===== src/rtl/sram_bist_pkg.sv =====
// Shared types for the 1r1w SRAM March C- BIST: sequencer states, per-element
// descriptors and the element ordering.
package sram_bist_pkg;

  localparam int NUM_ELEMENTS = 6;

  typedef enum logic [2:0] {
    ST_IDLE    = 3'd0,
    ST_W0_UP   = 3'd1,
    ST_R0W1_UP = 3'd2,
    ST_R1W0_UP = 3'd3,
    ST_R0W1_DN = 3'd4,
    ST_R1W0_DN = 3'd5,
    ST_R0_UP   = 3'd6,
    ST_DONE    = 3'd7
  } bist_state_t;

  // direction: 1 walks SIZE-1 down to 0
  typedef struct packed {
    logic read_expected;
    logic write_value;
    logic direction;
    logic has_read;
    logic has_write;
  } element_desc_t;

  function automatic element_desc_t element_desc(input bist_state_t st);
    element_desc_t d;
    case (st)
      ST_W0_UP:   d = '{read_expected: 1'b0, write_value: 1'b0, direction: 1'b0, has_read: 1'b0, has_write: 1'b1};
      ST_R0W1_UP: d = '{read_expected: 1'b0, write_value: 1'b1, direction: 1'b0, has_read: 1'b1, has_write: 1'b1};
      ST_R1W0_UP: d = '{read_expected: 1'b1, write_value: 1'b0, direction: 1'b0, has_read: 1'b1, has_write: 1'b1};
      ST_R0W1_DN: d = '{read_expected: 1'b0, write_value: 1'b1, direction: 1'b1, has_read: 1'b1, has_write: 1'b1};
      ST_R1W0_DN: d = '{read_expected: 1'b1, write_value: 1'b0, direction: 1'b1, has_read: 1'b1, has_write: 1'b1};
      ST_R0_UP:   d = '{read_expected: 1'b0, write_value: 1'b0, direction: 1'b0, has_read: 1'b1, has_write: 1'b0};
      default:    d = '{read_expected: 1'b0, write_value: 1'b0, direction: 1'b0, has_read: 1'b0, has_write: 1'b0};
    endcase
    return d;
  endfunction

  function automatic bist_state_t next_element(input bist_state_t st);
    bist_state_t n;
    case (st)
      ST_W0_UP:   n = ST_R0W1_UP;
      ST_R0W1_UP: n = ST_R1W0_UP;
      ST_R1W0_UP: n = ST_R0W1_DN;
      ST_R0W1_DN: n = ST_R1W0_DN;
      ST_R1W0_DN: n = ST_R0_UP;
      ST_R0_UP:   n = ST_DONE;
      default:    n = ST_IDLE;
    endcase
    return n;
  endfunction

  function automatic logic is_active(input bist_state_t st);
    return (st != ST_IDLE) && (st != ST_DONE);
  endfunction

  // One W0 element of SIZE cycles plus five read elements of SIZE+1 cycles.
  function automatic int active_cycles(input int size);
    return NUM_ELEMENTS * size + NUM_ELEMENTS - 1;
  endfunction

endpackage


===== src/rtl/sram_bist_addr_gen.sv =====
// Up/down address pointer for the March sequencer. Saturates at 0 and SIZE-1,
// so a non-power-of-two SIZE never produces an out-of-range address.
module sram_bist_addr_gen #(
  parameter int SIZE       = 64,
  parameter int ADDR_WIDTH = $clog2(SIZE)
) (
  input  logic                  clk,
  input  logic                  reset_n,
  input  logic                  load,
  input  logic                  step,
  input  logic                  direction,
  output logic [ADDR_WIDTH-1:0] addr,
  output logic                  last
);

  localparam logic [ADDR_WIDTH-1:0] TOP_ADDR = ADDR_WIDTH'(SIZE - 1);

  logic [ADDR_WIDTH-1:0] addr_next_s;

  // Next pointer value: load picks the first address of the direction
  always_comb begin
    addr_next_s = addr;
    if (load) begin
      addr_next_s = direction ? TOP_ADDR : '0;
    end else if (step) begin
      if (direction) begin
        addr_next_s = (addr == '0) ? '0 : addr - 1'b1;
      end else begin
        addr_next_s = (addr == TOP_ADDR) ? TOP_ADDR : addr + 1'b1;
      end
    end else begin
      addr_next_s = addr;
    end
  end

  // Pointer and terminal flag registers
  always_ff @(posedge clk or negedge reset_n) begin
    if (!reset_n) begin
      addr <= '0;
      last <= 1'b0;
    end else begin
      addr <= addr_next_s;
      last <= direction ? (addr_next_s == '0) : (addr_next_s == TOP_ADDR);
    end
  end

endmodule


===== src/rtl/sram_1r1w_march_bist.sv =====
// March C- BIST initiator for a 1r1w SRAM with 1-cycle read latency. Every
// edge "issues" one bus cycle into the mem_* flops; read data is compared one
// cycle after the read and the first miscompare is captured.
module sram_1r1w_march_bist
  import sram_bist_pkg::*;
#(
  parameter int DATA_WIDTH = 20,
  parameter int SIZE       = 64,
  parameter int ADDR_WIDTH = $clog2(SIZE)
) (
  input  logic                  clk,
  input  logic                  reset_n,
  input  logic                  start,
  output logic                  bist_active,
  output logic                  done,
  output logic                  fail,
  output logic [ADDR_WIDTH-1:0] fail_addr,
  output logic [DATA_WIDTH-1:0] fail_bits,
  output logic                  mem_read_en,
  output logic [ADDR_WIDTH-1:0] mem_read_addr,
  input  logic [DATA_WIDTH-1:0] mem_read_data,
  output logic                  mem_write_en,
  output logic [ADDR_WIDTH-1:0] mem_write_addr,
  output logic [DATA_WIDTH-1:0] mem_write_data
);

  bist_state_t           state_r;
  bist_state_t           state_next_s;
  bist_state_t           issue_state_s;
  element_desc_t         desc_s;
  element_desc_t         next_desc_s;
  logic                  accept_start_s;

  logic                  tail_r;
  logic                  have_prev_r;
  logic [ADDR_WIDTH-1:0] prev_addr_r;
  logic                  tail_next_s;
  logic                  have_prev_next_s;
  logic [ADDR_WIDTH-1:0] prev_addr_next_s;
  logic                  element_end_s;

  logic                  gen_load_s;
  logic                  gen_step_s;
  logic                  gen_dir_s;
  logic [ADDR_WIDTH-1:0] gen_addr_s;
  logic                  gen_last_s;

  logic                  read_en_s;
  logic [ADDR_WIDTH-1:0] read_addr_s;
  logic                  write_en_s;
  logic [ADDR_WIDTH-1:0] write_addr_s;
  logic                  write_one_s;

  logic                  read_one_r;
  logic                  pend_r;
  logic                  pend_one_r;
  logic [ADDR_WIDTH-1:0] pend_addr_r;
  logic [DATA_WIDTH-1:0] diff_s;
  logic                  miscompare_s;

  sram_bist_addr_gen #(
    .SIZE       (SIZE),
    .ADDR_WIDTH (ADDR_WIDTH)
  ) u_addr_gen (
    .clk       (clk),
    .reset_n   (reset_n),
    .load      (gen_load_s),
    .step      (gen_step_s),
    .direction (gen_dir_s),
    .addr      (gen_addr_s),
    .last      (gen_last_s)
  );

  // An accepted start issues the first W0 cycle on the same edge
  assign accept_start_s = start && !is_active(state_r);
  assign issue_state_s  = accept_start_s ? ST_W0_UP : state_r;
  assign desc_s         = element_desc(issue_state_s);
  assign next_desc_s    = element_desc(next_element(issue_state_s));

  // State register
  always_ff @(posedge clk or negedge reset_n) begin
    if (!reset_n) begin
      state_r <= ST_IDLE;
    end else begin
      state_r <= state_next_s;
    end
  end

  // Next-state: advance to the next element after its final issued cycle
  always_comb begin
    state_next_s = state_r;
    if (is_active(issue_state_s)) begin
      state_next_s = element_end_s ? next_element(issue_state_s) : issue_state_s;
    end else begin
      state_next_s = state_r;
    end
  end

  // Issue decode: SRAM port values for the next cycle and pointer movement
  always_comb begin
    read_en_s        = 1'b0;
    read_addr_s      = '0;
    write_en_s       = 1'b0;
    write_addr_s     = '0;
    write_one_s      = 1'b0;
    tail_next_s      = 1'b0;
    have_prev_next_s = 1'b0;
    prev_addr_next_s = '0;
    element_end_s    = 1'b0;
    gen_load_s       = 1'b0;
    gen_step_s       = 1'b0;
    gen_dir_s        = desc_s.direction;
    if (!is_active(issue_state_s)) begin
      gen_dir_s = 1'b0;
    end else if (!desc_s.has_read) begin
      write_en_s   = 1'b1;
      write_addr_s = gen_addr_s;
      write_one_s  = desc_s.write_value;
      if (gen_last_s) begin
        element_end_s = 1'b1;
        gen_load_s    = 1'b1;
        gen_dir_s     = next_desc_s.direction;
      end else begin
        gen_step_s = 1'b1;
      end
    end else if (tail_r) begin
      // Final cycle of a read element: write back the last address, no read
      write_en_s    = desc_s.has_write;
      write_addr_s  = desc_s.has_write ? prev_addr_r : '0;
      write_one_s   = desc_s.has_write & desc_s.write_value;
      element_end_s = 1'b1;
      gen_load_s    = 1'b1;
      gen_dir_s     = next_desc_s.direction;
    end else begin
      read_en_s        = 1'b1;
      read_addr_s      = gen_addr_s;
      write_en_s       = desc_s.has_write & have_prev_r;
      write_addr_s     = (desc_s.has_write & have_prev_r) ? prev_addr_r : '0;
      write_one_s      = desc_s.has_write & have_prev_r & desc_s.write_value;
      have_prev_next_s = 1'b1;
      prev_addr_next_s = gen_addr_s;
      if (gen_last_s) begin
        tail_next_s = 1'b1;
      end else begin
        gen_step_s = 1'b1;
      end
    end
  end

  // Element pipeline bookkeeping
  always_ff @(posedge clk or negedge reset_n) begin
    if (!reset_n) begin
      tail_r      <= 1'b0;
      have_prev_r <= 1'b0;
      prev_addr_r <= '0;
    end else begin
      tail_r      <= tail_next_s;
      have_prev_r <= have_prev_next_s;
      prev_addr_r <= prev_addr_next_s;
    end
  end

  // Registered SRAM port drive and status
  always_ff @(posedge clk or negedge reset_n) begin
    if (!reset_n) begin
      bist_active    <= 1'b0;
      done           <= 1'b0;
      mem_read_en    <= 1'b0;
      mem_read_addr  <= '0;
      mem_write_en   <= 1'b0;
      mem_write_addr <= '0;
      mem_write_data <= '0;
      read_one_r     <= 1'b0;
    end else begin
      bist_active    <= is_active(issue_state_s);
      done           <= (issue_state_s == ST_DONE);
      mem_read_en    <= read_en_s;
      mem_read_addr  <= read_addr_s;
      mem_write_en   <= write_en_s;
      mem_write_addr <= write_addr_s;
      mem_write_data <= {DATA_WIDTH{write_one_s}};
      read_one_r     <= read_en_s & desc_s.read_expected;
    end
  end

  // Read data arrives one cycle after mem_read_en; track what it should be
  always_ff @(posedge clk or negedge reset_n) begin
    if (!reset_n) begin
      pend_r      <= 1'b0;
      pend_one_r  <= 1'b0;
      pend_addr_r <= '0;
    end else begin
      pend_r      <= mem_read_en;
      pend_one_r  <= read_one_r;
      pend_addr_r <= mem_read_addr;
    end
  end

  assign diff_s       = mem_read_data ^ {DATA_WIDTH{pend_one_r}};
  assign miscompare_s = pend_r && (diff_s != '0);

  // Sticky fail flag; address/bit pattern captured on the first miscompare only
  always_ff @(posedge clk or negedge reset_n) begin
    if (!reset_n) begin
      fail      <= 1'b0;
      fail_addr <= '0;
      fail_bits <= '0;
    end else if (accept_start_s) begin
      fail      <= 1'b0;
      fail_addr <= '0;
      fail_bits <= '0;
    end else if (miscompare_s) begin
      fail <= 1'b1;
      if (!fail) begin
        fail_addr <= pend_addr_r;
        fail_bits <= diff_s;
      end else begin
        fail_addr <= fail_addr;
        fail_bits <= fail_bits;
      end
    end else begin
      fail      <= fail;
      fail_addr <= fail_addr;
      fail_bits <= fail_bits;
    end
  end

endmodule


===== config.mk =====
export PLATFORM = sky130hd
export DESIGN_NAME = sram_1r1w_march_bist
export DESIGN_NICKNAME = d
export VERILOG_FILES = /design/src/rtl/sram_bist_pkg.sv /design/src/rtl/sram_bist_addr_gen.sv /design/src/rtl/sram_1r1w_march_bist.sv
export SDC_FILE = /design/constraint.sdc
export NUM_CORES = 1
export LEC_CHECK = 0
export BUFFER_PORTS_ARGS = -buffer_cell sky130_fd_sc_hd__buf_4
export CORE_MARGIN = 2
export CORE_UTILIZATION = 54
export CTS_CLUSTER_SIZE = 30
export DETAILED_ROUTE_END_ITERATION = 10
export PLACE_DENSITY = 0.91
export SYNTH_ARGS = -nofsm -noshare
export SYNTH_HDL_FRONTEND = slang
export SYNTH_SLANG_ARGS = --single-unit

===== constraint.sdc =====
create_clock -name clk -period 5 [get_ports clk]
set_input_delay 1 -clock clk [delete_from_list [all_inputs] [get_ports clk]]
set_output_delay 1 -clock clk [all_outputs]
set_load 0.02 [all_outputs]

# Word-level counts from Yosys, hierarchy flattened
# Index checks and enable logic that the tools add are counted.
[op_classes] muxes=52 n_bitwise=5 reduce_logical=12 add_sub_neg=2 eq_ne=18
[ops] operator="2-to-1 mux 6 bit" n=17
[ops] operator="2-to-1 mux 20 bit" n=3
[ops] operator="case mux 3 bit (6 select lines)" n=2
[ops] operator="case mux 5 bit (6 select lines)" n=1
[ops] operator="2-to-1 mux 1 bit" n=27
[ops] operator="equality test 3 bit (second input constant)" n=7
[ops] operator="nonzero test 20 bit" n=1
[ops] operator="XOR 20 bit" n=1
[ops] operator="equality test 3 x 2 -> 1 bit (second input constant)" n=4
[ops] operator="equality test 6 bit (second input constant)" n=2
[ops] operator="zero test 6 bit" n=2
[ops] operator="adder 6 x 1 -> 6 bit (second input constant)" n=1
[ops] operator="equality test 3 x 1 -> 1 bit (second input constant)" n=2
[ops] operator="2-to-1 mux 3 bit" n=2
[ops] operator="inequality test 3 bit (second input constant)" n=2
[ops] operator="nonzero test 3 bit" n=2
[ops] operator="subtractor 6 x 1 -> 6 bit (second input constant)" n=1
[ops] operator="AND 1 bit" n=4
[ops] operator="logical AND 1 bit" n=4
[ops] operator="inequality test 2 x 1 -> 1 bit (second input constant)" n=1
[ops] operator="AND reduction 2 bit" n=1
[ops] operator="nonzero test 2 bit" n=1
[ops] operator="zero test 1 bit" n=1
[word_totals] register_bits=64 output_inout_bits=63

# Depth between registers and ports, before layout
[logic_depth] ltp_word=17 mapped_depth=17

# By module
# Synthesis repeated with hierarchy kept, for this count alone.
[hier_totals] cells_unflattened=369 hier_area_um2=3621.0
[modules_own_cells] mod="sram_1r1w_march_bist" area_per_inst_um2=2959.1 cells_per_inst=286 n_inst=1 seq_area_each_um2=1426.4
[modules_own_cells] mod="sram_bist_addr_gen" area_per_inst_um2=661.9 cells_per_inst=83 n_inst=1 seq_area_each_um2=175.2

# Least setup slack after synthesis
# OpenSTA, ideal clock, no wires.
[synth_timing] path_type="in2reg" from="in start" to="reg u_addr_gen.last" t_arrival_ns=3.742 stages=15 path_slack_ns=1.162 setup_ns=0.095 n_path_buf=3 path_cell_list="buf_4 a21boi_0 clkbuf_1 nand2b_1 inv_1 ha_1 and4_1 or2_1 o21ai_4 and2_1 buf_2 o21ai_0 a2111o_1 nand4bb_1 o31ai_1"
[synth_between] elab_chain_len=14 word_cells_on_any_way=35
[synth_rtl] item="start, declared" line="sram_1r1w_march_bist.sv:13" text="input logic start,"
[synth_rtl] item="logical AND 1 bit *" line="sram_1r1w_march_bist.sv:75" text="assign accept_start_s = start && !is_active(state_r);"
[synth_rtl] item="2-to-1 mux 3 bit *" line="sram_1r1w_march_bist.sv:76" text="assign issue_state_s = accept_start_s ? ST_W0_UP : state_r;"
[synth_rtl] item="equality test 3 bit, or another cell as far along" line="sram_bist_pkg.sv:29, sram_bist_pkg.sv:43"
[synth_rtl] item="case mux 3 bit (6 select lines)" line="sram_bist_pkg.sv:43" text="case (st)"
[synth_rtl] item="equality test 3 bit, or another cell as far along" line="sram_bist_pkg.sv:29" text="case (st)"
[synth_rtl] item="case mux 3 bit (6 select lines)" line="sram_bist_pkg.sv:29"
[synth_rtl] item="2-to-1 mux 1 bit, on equally long branches" line="sram_1r1w_march_bist.sv:119, sram_1r1w_march_bist.sv:126"
[synth_rtl] item="2-to-1 mux 1 bit" line="sram_1r1w_march_bist.sv:115" text="end else if (!desc_s.has_read) begin"
[synth_rtl] item="2-to-1 mux 1 bit" line="sram_1r1w_march_bist.sv:113" text="if (!is_active(issue_state_s)) begin"
[synth_rtl] item="2-to-1 mux 6 bit" line="sram_bist_addr_gen.sv:26" text="if (direction) begin"
[synth_rtl] item="2-to-1 mux 6 bit" line="sram_bist_addr_gen.sv:25" text="end else if (step) begin"
[synth_rtl] item="2-to-1 mux 6 bit" line="sram_bist_addr_gen.sv:23" text="if (load) begin"
[synth_rtl] item="equality test 6 bit / zero test 6 bit (equally long branches)" line="sram_bist_addr_gen.sv:43" text="last <= direction ? (addr_next_s == '0) : (addr_next_s == TOP_ADDR);"
[synth_rtl] item="2-to-1 mux 1 bit *" line="sram_bist_addr_gen.sv:43"
[synth_rtl] item="end signal, assigned" line="sram_bist_addr_gen.sv:43"
[synth_rtl] item="end, declared" line="sram_bist_addr_gen.sv:13" text="output logic last"
# Every way passes the cells marked *; elsewhere a longest branch is shown, timed or not.
# A chain may end at the register's enable or synchronous reset.

# Final worst setup path
[layout_timing] from="reg state_r[2]" to="reg u_addr_gen.last"
[layout_between] elab_chain_len=17 word_cells_on_any_way=39
[layout_rtl] item="start, declared" line="sram_1r1w_march_bist.sv:27" text="bist_state_t state_r;"
[layout_rtl] item="start signal, assigned" line="sram_1r1w_march_bist.sv:85" text="state_r <= state_next_s;"
[layout_rtl] item="inequality test 3 bit / nonzero test 3 bit (equally long branches)" line="sram_bist_pkg.sv:56" text="return (st != ST_IDLE) && (st != ST_DONE);"
[layout_rtl] item="logical AND 1 bit" line="sram_bist_pkg.sv:56"
[layout_rtl] item="zero test 1 bit" line="sram_1r1w_march_bist.sv:75"
[layout_rtl] item="logical AND 1 bit" line="sram_1r1w_march_bist.sv:75"
[layout_rtl] item="2-to-1 mux 3 bit *" line="sram_1r1w_march_bist.sv:76"
[layout_rtl] item="equality test 3 bit, or another cell as far along" line="sram_bist_pkg.sv:29, sram_bist_pkg.sv:43"
[layout_rtl] item="case mux 3 bit (6 select lines)" line="sram_bist_pkg.sv:43"
[layout_rtl] item="equality test 3 bit, or another cell as far along" line="sram_bist_pkg.sv:29"
[layout_rtl] item="case mux 3 bit (6 select lines)" line="sram_bist_pkg.sv:29"
[layout_rtl] item="2-to-1 mux 1 bit, on equally long branches" line="sram_1r1w_march_bist.sv:119, sram_1r1w_march_bist.sv:126"
[layout_rtl] item="2-to-1 mux 1 bit" line="sram_1r1w_march_bist.sv:115"
[layout_rtl] item="2-to-1 mux 1 bit" line="sram_1r1w_march_bist.sv:113"
[layout_rtl] item="2-to-1 mux 6 bit" line="sram_bist_addr_gen.sv:26"
[layout_rtl] item="2-to-1 mux 6 bit" line="sram_bist_addr_gen.sv:25"
[layout_rtl] item="2-to-1 mux 6 bit" line="sram_bist_addr_gen.sv:23"
[layout_rtl] item="equality test 6 bit / zero test 6 bit (equally long branches)" line="sram_bist_addr_gen.sv:43"
[layout_rtl] item="2-to-1 mux 1 bit *" line="sram_bist_addr_gen.sv:43"
# Marked as above.

==> flow_summary.json <==
{
  "grt_first_pass_wirelength_mm": 13.86,
  "track_usage_pct": 23.93,
  "fin_cells": 510,
  "worstPathRequired_ns": 5.25,
  "die_x_um": 85.75,
  "synth.most_common_cell": "dfrtp_1",
  "wl_met1_mm": 3.559,
  "ir_drop_v": 0.0003050,
  "place_inst": 494,
  "vias": 3113,
  "grt_pass1_vias": 2890,
  "rows": 29,
  "syn_area_per_cell_um2": 9.674,
  "grt_max_degree": 65,
  "period_needed_ns": 3.954,
  "drc": 14,
  "setup.worst_path.start": "state_r[2]$_DFFE_PN0P_",
  "cts_inserted_buffers": 9,
  "tightest_slew_ns": 0.9979,
  "violations": "DRC",
  "maxCapViolCount": 0,
  "cts_tree": "yes",
  "powerDensity_nw_per_um2": 531.9,
  "path_cells": "or3_1 > a21boi_2 > buf_4 > nand2b_1 > inv_1 > ha_1 > and4_1 > or2_1 > o21ai_4 > and2_1 > o21ai_0 > a2111o_1 > nand4bb_1 > o31ai_1",
  "viasPerCell": 6.104,
  "drtIter0Drc": 280,
  "wl_per_cell_um": 17.12,
  "yosysSeqAreaShare_pct": 44.38,
  "clockRootBuffer": "clkbuf_8",
  "dp_hpwl_mm": 6.016,
  "slowest_stage": "dfrtp_1",
  "finalPower_w": 0.002305,
  "crit_fanout": 29,
  "ctsResizeCount": 0,
  "grt_overflow_total": 0,
  "synthTopCellsByCount": "dfrtp_1 (64), nor2_1 (43), xnor2_1 (21), a211oi_1 (20), buf_4 (20)",
  "start_util_pct": 56.19,
  "reg2reg_to": "u_addr_gen.last$_DFF_PN0_",
  "cpPeakStageDelay_ns": 0.58,
  "worst_r2r_path_depth": 14,
  "async_reset_ff_share_pct": 100.0,
  "cp_num_cells": 14,
  "gp_congestion": 0.9626,
  "rsz0062_at_grt": "no",
  "fin_ws_ns": 1.046,
  "final_nets": 457,
  "core_um2": 6422,
  "wl_mm": 8.729,
  "synth-seq-cells": 64,
  "clock_skew_ns": 0.006685,
  "max_slew_margin_pct": 33.31,
  "pre_cts_ws_ns": 0.9057,
  "rrSetupSlack_ns": 1.05,
  "synth_top_area_share_pct": 44.38,
  "ys.flop_type": "dfrtp_1",
  "setup_tns_ns": 0,
  "drive_above_1_share_pct": 27.02,
  "worst_setup_path_start_kind": "register",
  "worstPathArrival_ns": 4.21,
  "dieArea_um2": 7352,
  "crit_family": "simple AND/OR/NAND/NOR gates",
  "htree_levels": 3,
  "finalMaxSlewViolations": 0,
  "cts_hold_buf": 0,
  "r2r_start": "state_r[2]$_DFFE_PN0P_",
  "synth_area_leaders": "dfrtp_1 (44%), xnor2_1 (5.1%), nor2_1 (4.5%), a211oi_1 (4.2%), buf_4 (4.2%)",
  "setup_violations": 0,
  "synth-edff-count": 0,
  "ant_nets": 0,
  "critPathKind": "register to register",
  "critPathBufInv": 2,
  "met2_length_mm": 4.291,
  "ys_types": 63,
  "dr.pass1.iters": 11,
  "clk_pin_slew_ns": 0.07,
  "crit_end": "u_addr_gen.last$_DFF_PN0_",
  "status": "finished with violations",
  "critPathCaptureType": "register",
  "yosysTopAreaCell": "dfrtp_1",
  "port_buffers": 85,
  "die_height_um": 85.75,
  "pin_count": 86,
  "post-cts-setup-buffers": 0,
  "syn_area_um2": 3608,
  "yosysWarnings": 0,
  "fin_crit_sh_pct": 79.07,
  "dr.max_layer_used": "met4",
  "antenna_cells": 0,
  "fillers": 460,
  "leakage_nw": 2.053,
  "hold_viol": 0,
  "syn-num-nets": 402,
  "cts.sinks": 64,
  "netlist_instances": 373,
  "hold_class": "register to register",
  "utilization_pct": 67.48,
  "clock_latency_ns": 0.34,
  "wl_met3_um": 708,
  "area_delta_synth_final_pct": 20.11,
  "maxClockFrequency_ghz": 0.2529,
  "clockBufferDepth": 2,
  "antenna_found_initial": 0
}
## metrics by stage
| step | area [µm²] | hold slack, ns |
|---|---|---|
| 2_1_floorplan | 3608 | 0.3312 |
| 3_3_place_gp | 4114 | 0.3364 |
| 3_5_place_dp | 4114 | 0.3536 |
| 4_1_cts | 4334 | 0.3693 |
| 5_1_grt | 4334 | 0.3616 |
| 6_report | 4334 | 0.3637 |
## cell families after synthesis
logic type,count (synthesis),synth area share [%]
AOI/OAI and AO/OA,80,17.13
xor gates and xnor gates,21,5.097
adders and majority gates,6,2.080
DFF,64,44.38
muxes,13,3.606
and+or+nand+nor,130,18.86
buffers and inverters,59,8.842
## worst min-delay path by stage
stage	from	to	slack (ns)	cells after the start
6_report	read_one_r$_DFF_PN0_	pend_one_r$_DFF_PN0_	0.36	0
5_1_grt	read_one_r$_DFF_PN0_	pend_one_r$_DFF_PN0_	0.36	0
4_1_cts	read_one_r$_DFF_PN0_	pend_one_r$_DFF_PN0_	0.37	0
3_5_place_dp	read_one_r$_DFF_PN0_	pend_one_r$_DFF_PN0_	0.35	0
3_3_place_gp	read_one_r$_DFF_PN0_	pend_one_r$_DFF_PN0_	0.34	0
2_1_floorplan	read_one_r$_DFF_PN0_	pend_one_r$_DFF_PN0_	0.33	0
## cells in the final DEF (no fill, tap or decap), drive strengths merged, types with 4 or more instances in the layout
cell    Yosys  routed
buf        28      88
dfrtp      64      64
nor2       43      43
xnor2      21      21
a211oi     20      20
o21ai      18      18
nand2      17      17
inv        15      15
mux2i      13      13
nand3      12      12
and3       11      11
clkbuf     16       9
a21oi       7       7
nor4        7       7
nand4       6       6
nor3        6       6
or4         6       6
ha          6       6
and2        5       5
clkinv      0       5
a21boi      4       4
## metal layers
metal,vias up,global-route usage [%]
met5,-,0
met2,160,39.35
met3,18,4.524
met1,1505,30.39
met4,0,11.83
li1,1430,-
## sequential cells by signal, indices dropped and copies added (netlist names)
signal,count
bist_active,1
done,1
fail,1
fail_addr,6
fail_bits,20
mem_read_addr,6
mem_read_en,1
mem_write_addr,6
mem_write_data,1
mem_write_en,1
pend_addr_r,6
pend_one_r,1
pend_r,1
read_one_r,1
state_r,3
tail_r,1
u_addr_gen.addr,6
u_addr_gen.last,1
## where the power goes
group	internal [W]	switching, W
combinational	0.000415	0.000544
clock	0.000281	0.000209
sequential	0.000689	0.000168
## area by class of cell
class / instances / area, µm² / area share (%)
timing repair buffer: 88 / 660.6 / 15.24
sequential: 64 / 1602 / 36.95
tap: 77 / 96.34 / 2.223
inverter: 15 / 56.30 / 1.299
clock buffer: 9 / 123.9 / 2.858
clock inverter: 7 / 96.34 / 2.223
multi-input combinational: 250 / 1699 / 39.20
Power figures use the tool's default switching activity.
